==> config.mk <==
export PLATFORM = sky130hd
export DESIGN_NAME = sdram_prefetch_buffer
export DESIGN_NICKNAME = d
export VERILOG_FILES = /design/src/rtl/sdram_prefetch_buffer.sv
export SDC_FILE = /design/constraint.sdc
export NUM_CORES = 1
export LEC_CHECK = 0
export CORE_MARGIN = 2
export CORE_UTILIZATION = 55
export DETAILED_ROUTE_END_ITERATION = 6
export HOLD_SLACK_MARGIN = 0.15
export PLACE_DENSITY = 0.8
export SYNTH_ARGS = -nofsm -noshare
export SYNTH_HDL_FRONTEND = slang
export SYNTH_SLANG_ARGS = --single-unit
==> constraint.sdc <==
create_clock -name clk -period 3.5 [get_ports clk]
set_input_delay 1.05 -clock clk [delete_from_list [all_inputs] [get_ports clk]]
set_output_delay 1.05 -clock clk [all_outputs]
set_load 0.02 [all_outputs]
==> src/rtl/sdram_prefetch_buffer.sv <==
// Single-line read prefetch buffer between a Wishbone slave port and an SDRAM controller.
// Read hits ack one cycle after the request; misses fill all 8 words first; writes go straight through.
module sdram_prefetch_buffer #(
    parameter int LINE_WORDS = 8
) (
    input  logic        clk,
    input  logic        rst,
    input  logic        wb_stb_i,
    input  logic        wb_cyc_i,
    input  logic        wb_we_i,
    input  logic [3:0]  wb_sel_i,
    input  logic [31:0] wb_adr_i,
    input  logic [31:0] wb_dat_i,
    output logic        wb_ack_o,
    output logic [31:0] wb_dat_o,
    output logic        ctrl_in_valid,
    output logic        ctrl_rw,
    output logic [22:0] ctrl_addr,
    output logic [31:0] ctrl_data_in,
    output logic [3:0]  ctrl_sel,
    input  logic        ctrl_busy,
    input  logic        ctrl_out_valid,
    input  logic [31:0] ctrl_data_out,
    input  logic        inv_i,
    output logic [15:0] hit_cnt,
    output logic [15:0] miss_cnt
);

    typedef enum logic [2:0] {
        IDLE, HIT_ACK, FILL_REQ, FILL_WAIT, RD_ACK, WR_REQ, WR_ACK
    } state_t;

    state_t      state, state_nxt;
    logic        valid;
    logic [17:0] tag;
    logic [2:0]  k;
    logic [22:0] req_adr;
    logic [31:0] req_dat;
    logic [3:0]  req_sel;
    logic        inv_seen;
    logic [31:0] line_mem [LINE_WORDS];

    logic req, hit, wr_hit;
    logic unused_adr;

    assign req        = wb_stb_i & wb_cyc_i;
    assign hit        = valid && (tag == wb_adr_i[22:5]);
    assign wr_hit     = valid && (tag == req_adr[22:5]);
    assign unused_adr = ^{wb_adr_i[31:23], wb_adr_i[1:0]};

    always_ff @(posedge clk) begin
        if (rst) state <= IDLE;
        else     state <= state_nxt;
    end

    always_comb begin
        state_nxt     = state;
        wb_ack_o      = 1'b0;
        wb_dat_o      = 32'h0;
        ctrl_in_valid = 1'b0;
        ctrl_rw       = 1'b0;
        ctrl_addr     = 23'h0;
        ctrl_data_in  = 32'h0;
        ctrl_sel      = 4'h0;
        case (state)
            IDLE: begin
                if (req) begin
                    if (wb_we_i)  state_nxt = WR_REQ;
                    else if (hit) state_nxt = HIT_ACK;
                    else          state_nxt = FILL_REQ;
                end
            end
            HIT_ACK, RD_ACK: begin
                wb_ack_o  = 1'b1;
                wb_dat_o  = line_mem[req_adr[4:2]];
                state_nxt = IDLE;
            end
            FILL_REQ: begin
                ctrl_in_valid = 1'b1;
                ctrl_addr     = {tag, k, 2'b00};
                if (!ctrl_busy) state_nxt = FILL_WAIT;
            end
            FILL_WAIT: begin
                if (ctrl_out_valid) state_nxt = (k == 3'd7) ? RD_ACK : FILL_REQ;
            end
            WR_REQ: begin
                ctrl_in_valid = 1'b1;
                ctrl_rw       = 1'b1;
                ctrl_addr     = req_adr;
                ctrl_data_in  = req_dat;
                ctrl_sel      = req_sel;
                if (!ctrl_busy) state_nxt = WR_ACK;
            end
            WR_ACK: begin
                wb_ack_o  = 1'b1;
                state_nxt = IDLE;
            end
            default: state_nxt = IDLE;
        endcase
    end

    always_ff @(posedge clk) begin
        if (rst) begin
            valid    <= 1'b0;
            tag      <= 18'h0;
            k        <= 3'd0;
            req_adr  <= 23'h0;
            req_dat  <= 32'h0;
            req_sel  <= 4'h0;
            inv_seen <= 1'b0;
            hit_cnt  <= 16'h0;
            miss_cnt <= 16'h0;
        end else begin
            if (inv_i) inv_seen <= 1'b1;
            case (state)
                IDLE: begin
                    if (req) begin
                        req_adr <= wb_adr_i[22:0];
                        req_dat <= wb_dat_i;
                        req_sel <= wb_sel_i;
                        if (!wb_we_i) begin
                            if (hit) begin
                                if (hit_cnt != 16'hFFFF) hit_cnt <= hit_cnt + 16'd1;
                            end else begin
                                valid    <= 1'b0;
                                tag      <= wb_adr_i[22:5];
                                k        <= 3'd0;
                                inv_seen <= 1'b0;
                                if (miss_cnt != 16'hFFFF) miss_cnt <= miss_cnt + 16'd1;
                            end
                        end
                    end
                end
                FILL_WAIT: begin
                    if (ctrl_out_valid && k != 3'd7) k <= k + 3'd1;
                end
                RD_ACK: valid <= !inv_seen;
                default: ;
            endcase
            // Invalidate wins over everything, including the fill completing this cycle.
            if (inv_i) valid <= 1'b0;
        end
    end

    always_ff @(posedge clk) begin
        if (state == FILL_WAIT && ctrl_out_valid) begin
            line_mem[k] <= ctrl_data_out;
        end else if (state == WR_REQ && !ctrl_busy && wr_hit) begin
            for (int b = 0; b < 4; b++) begin
                if (req_sel[b]) line_mem[req_adr[4:2]][8*b +: 8] <= req_dat[8*b +: 8];
            end
        end
    end

endmodule

[Word level (Yosys, flattened, before mapping)]
Memories as Yosys holds them, arrays and structs flattened. A register that Yosys moved wholly into a read port is not among the register bits.
Cells that the tools add are included.
Word-level totals
  input port bits: 108
  output and inout bits: 126
  bits in read-only memories: 0
  word-level logic and storage cells: 111
  latch bits: 0
  bits in writable memories: 256
  register bits after elaboration: 117
  memories: 1
Memory list
  line_mem: words 8, width 32, rd ports 1, clocked after Yosys merged registers in 1, wr ports 1, RTL line 41  | logic [31:0] line_mem [LINE_WORDS];
Operators by class
  $lt $le $gt $ge: 0
  reductions and logical operators: 23
  add/sub/neg operators: 3
  equality and inequality tests: 19
  multipliers: 0
  bitwise operators: 3
  divide/modulo/power cells: 0
  muxes and demuxes: 52
  shift operators: 0
Operators by type and width (number)
  32-bit two-way mux: 3
  23-bit one-hot mux with 2 select lines: 1
  3-bit two-way mux: 13
  18-bit == test: 2
  16-bit by 1-bit adder with 16-bit output (second input constant): 2
  16-bit != test (second input constant): 2
  32-bit OR reduction: 1
  1-bit two-way mux: 29
  5-bit AND reduction: 3
  2-bit != test (second input constant): 7
  3-bit == test (second input constant): 4
  3-bit one-hot mux with 4 select lines: 1
  4-bit AND reduction: 3
  4-bit two-way mux: 2
  3-bit by 2-bit == test with 1-bit output (second input constant): 2
  1-bit logical AND: 6
  3-bit one-hot mux with 2 select lines: 1
  2-bit OR reduction: 3
  2-bit nonzero test: 2
  3-bit by 1-bit adder with 3-bit output (second input constant): 1
  3-bit by 1-bit == test with 1-bit output (second input constant): 1
  3-bit logical NOT: 1
  3-bit != test (second input constant): 1
  3-bit OR reduction: 1
  6 further kinds: 8

[Logic depth before layout (Yosys ltp)]
  depth after elaboration: 8
  mapped depth: 9
  mapped depth without buffers: 7

[Worst setup path before layout]
Ideal clock, no wire load.
  path type: input -> register
  start point: input ctrl_busy
  end point: memory line_mem[7][10], enable pin
  arrival: 2745 ps
  cell stages on the path: 7
  path slack: 384 ps
  buffers on the path: 1
  data required time: 3130 ps
  setup time: 370 ps
  cells stage by stage: nand2b_1 > nor4_1 > nand4b_1 > nor3_2 > buf_4 > mux2_2 > nor2_1
On the way
  cells in the longest elaborated chain, start to end: 8
  elaborated cells on any way between the ends: 18
  those cells by class: 14 x mux; 4 x reduce/logical
RTL lines
  start, declared: RTL line 21  | input logic ctrl_busy,
  1-bit logical NOT (*): RTL line 148  | end else if (state == WR_REQ && !ctrl_busy && wr_hit) begin
  1-bit logical AND (*) (2 in series): RTL line 148
  1-bit two-way mux: RTL line 148
  1-bit two-way mux: RTL line 146  | if (state == FILL_WAIT && ctrl_out_valid) begin
  1-bit two-way mux (not written as such): RTL line 150  | if (req_sel[b]) line_mem[req_adr[4:2]][8*b +: 8] <= req_dat[8*b +: 8];
  32-bit OR reduction (no source line)
  3-bit two-way mux (no source line) / 4-bit two-way mux (equally long branches)
  end, declared: RTL line 41
Every way passes the cells marked *; elsewhere a longest branch is shown, timed or not.

==> run metrics <==
Setup crit end kind=primary output; Area contributors post-synth=edfxtp_1, dfxtp_1, mux4_2; Synth Area in Simple Gates=0.122; fmax=0.291 GHz; GRT Util Overall=0.263; Synth Area in XOR/XNOR=0.0211; PwrDens=a little under 500 nW/µm²; Placer Congestion=0.812; Yosys top cell area share=0.474; most numerous cell in the Yosys netlist=edfxtp_1; clk sinks=376; final std cells w/o fill=between 1.5k and 2k; endpoints failing hold=0; Post-Route Hold Slack=0.455 ns; Clock Tree Buf Depth=3; Hold Path Stages=2; Post-DP Area=about 19000 µm²; Synth Cell Area=16200 µm²; pre-CTS WS=-0.153 ns; crit share post-route=0.982; via count=approximately 11k; routed wire length per instance=21.6 µm; htree depth=2; Compound-Gate Fraction of Synth Area=0.0560; initial antenna violation count=1; pin count of the biggest net entering global routing=73; setup TNS=0 ns; Final Total Pwr=9.94 mW; initial detailed-routing violation count=between 900 and 1k; Hold Crit Class=reg -> reg; Worst Skew=0.0202 ns; top_reg_cell synth=edfxtp_1; dpl cells=between 1.5k and 2k; gr ovfl total=0; Hold EP=req_adr[1]$_SDFFE_PP0P_; Post-DRT Antenna Nets=0; most common library cells after synthesis=edfxtp_1, nand2_1, dfxtp_1, nor2_1, a21oi_1; Via-to-Cell Ratio=roughly 5.9; worst vdd ir=approximately 0.37 mV; RSZ-0062 raised after global routing=yes; Worst-Skew Late Latency=0.53 ns; post-DP HPWL=26700 µm; Fillers=between 1.5k and 2k; number of port buffers=224; Yosys top cell by area=edfxtp_1; die height=~180 µm; r2r worst-path depth=9; Slew HR=0.495; drt drc=0; distinct cell type count after synthesis=51; DIE AREA=between 30000 and 40000 µm²; CP Max Fanout=26; YS warnings=0; die width=approximately 180 µm; Finished Cell Area=20500 µm²; row cnt=between 60 and 70; crit path launch type=register; CTS tree=built; Synth async-reset ratio=0; Top Ports=around 230; CP arrival=roughly 2.4 ns; first-pass GRT wire length=62500 µm; Area growth syn-to-layout=26.6%; Post-synth EDFFs=256; DR pass1 iterations=6; run status=finished, final reports clean; crit path kind=reg -> out; reg2reg start=tag[12]$_SDFFE_PP0P_; Initial Util=0.561; largest family of logic cells by synthesized area=multiplexers; RR Endpoint=line_mem[0][26]$_DFFE_PP_; post-synthesis adder-cell area fraction=0.00309; Pins Over Slew Limit=0; fin util=0.711; Setup Fix Bufs, Post-CTS=0; Lkg Pwr=7.06 nW; CTS clk-pin slew, worst paths=~0.060 ns; data required time of the critical path=between 2 and 2.5 ns; worst slew pin tran=about 0.76 ns; Seq/Total Area, Yosys=0.623; mean post-synth cell area=13.3 µm²; reg-to-reg slack, setup=0.80 ns; mux contribution to synthesized area=0.152; final worst setup slack=~0.063 ns; syn_nets=1333; Num CTS Buffers=38; final wirelength=a little over 40000 µm; Setup violations, final=0; number of global-route vias before repair=between 10k and 15k; Hold Crit Start=req_adr[1]$_SDFFE_PP0P_; Synth Register Bits=about 380; Cells after Synth=approximately 1.2k; core region area=slightly below 30000 µm²; layout cell share with drive strength beyond 1=0.172; clk root buf=clkbuf_16; number of nets in the finished design=roughly 1.6k; max-cap violations=0; fin crit period=about 3.4 ns
worst max path at each step:
stage,from,end,cells past startpoint
5_1_grt,register,wb_dat_o[24],5
3_3_place_gp,ctrl_busy,line_mem[0][23]$_DFFE_PP_,11
3_5_place_dp,ctrl_busy,line_mem[1][12]$_DFFE_PP_,11
6_report,register,wb_dat_o[24],5
2_1_floorplan,ctrl_busy,line_mem[7][10]$_DFFE_PP_,7
4_1_cts,register,wb_dat_o[29],5
layer usage:
metal / part of all wire / routed length, µm / GRT usage
met3: 0.079 / 3210 / 0.0608
met5: 0 / 0 / 0
met4: 0.024 / 992 / 0.0771
met1: 0.39 / 16000 / 0.340
met2: 0.50 / 20600 / 0.447
final cells by class:
| class | instances | area, µm² | share of cell area |
|---|---|---|---|
| clock buffers | 47 | 1040 | 0.0505 |
| repair buffers | 298 | 2900 | 0.141 |
| flip-flops and latches | 376 | 10100 | 0.492 |
| diodes | 1 | 2.50 | 0.000122 |
| clock inverters | 20 | 179 | 0.00873 |
| inverters | 7 | 26.3 | 0.00128 |
| well taps | 384 | 480 | 0.0234 |
| multi-input cells | 756 | 5790 | 0.282 |
worst max-delay path, cell delays in order, from the launching register on:
cell and delay (ns):
dfxtp_4 0.42, buf_16 0.24, mux4_2 0.54, mux2i_2 0.26, nor2_1 0.07, dlygate4sd2_1 0.33
repair_timing:
| item | CTS | global route |
|---|---|---|
| hold buffers | 0 | 0 |
| gates resized for setup | 35 | 8 |
| endpoints found under the setup margin | 29 | 9 |
sequential cells by signal (all words and copies together) (netlist names), named ones only:
register,flops
line_mem,256
state,3
req_adr,23
inv_seen,1
req_dat,32
tag,18
valid,1
k,3
hit_cnt,16
miss_cnt,16
req_sel,4
layout by cell type (no fill, tap or decap), types with 20 or more instances in the layout:
| master | n |
|---|---|
| edfxtp_1 | 256 |
| clkdlybuf4s50_1 | 189 |
| nand2_1 | 136 |
| dfxtp_1 | 116 |
| nor2_1 | 102 |
| a21oi_1 | 88 |
| mux4_2 | 64 |
| buf_4 | 63 |
| mux2i_1 | 52 |
| and3_1 | 43 |
| mux2_2 | 41 |
| clkbuf_16 | 39 |
| dlygate4sd2_1 | 30 |
| a22o_1 | 23 |
| xor2_1 | 20 |
report_power, final:
part           total, mW  switching [mW]  internal [mW]
Clock               3.97            1.65           2.32
Combinational       1.08           0.615          0.465
Sequential          4.89          0.0753           4.81
Total               9.94            2.34           7.60
cell families (layout without fill, tap and decap cells):
family,Yosys count,count (layout)
xor+xnor,39,39
other cells,0,1
compound gates,149,149
fa+ha+maj,4,4
buf+inv,89,372
flops,376,376
simple gates,403,403
mux,161,161
No activity file was read; power rests on OpenSTA's default activity.
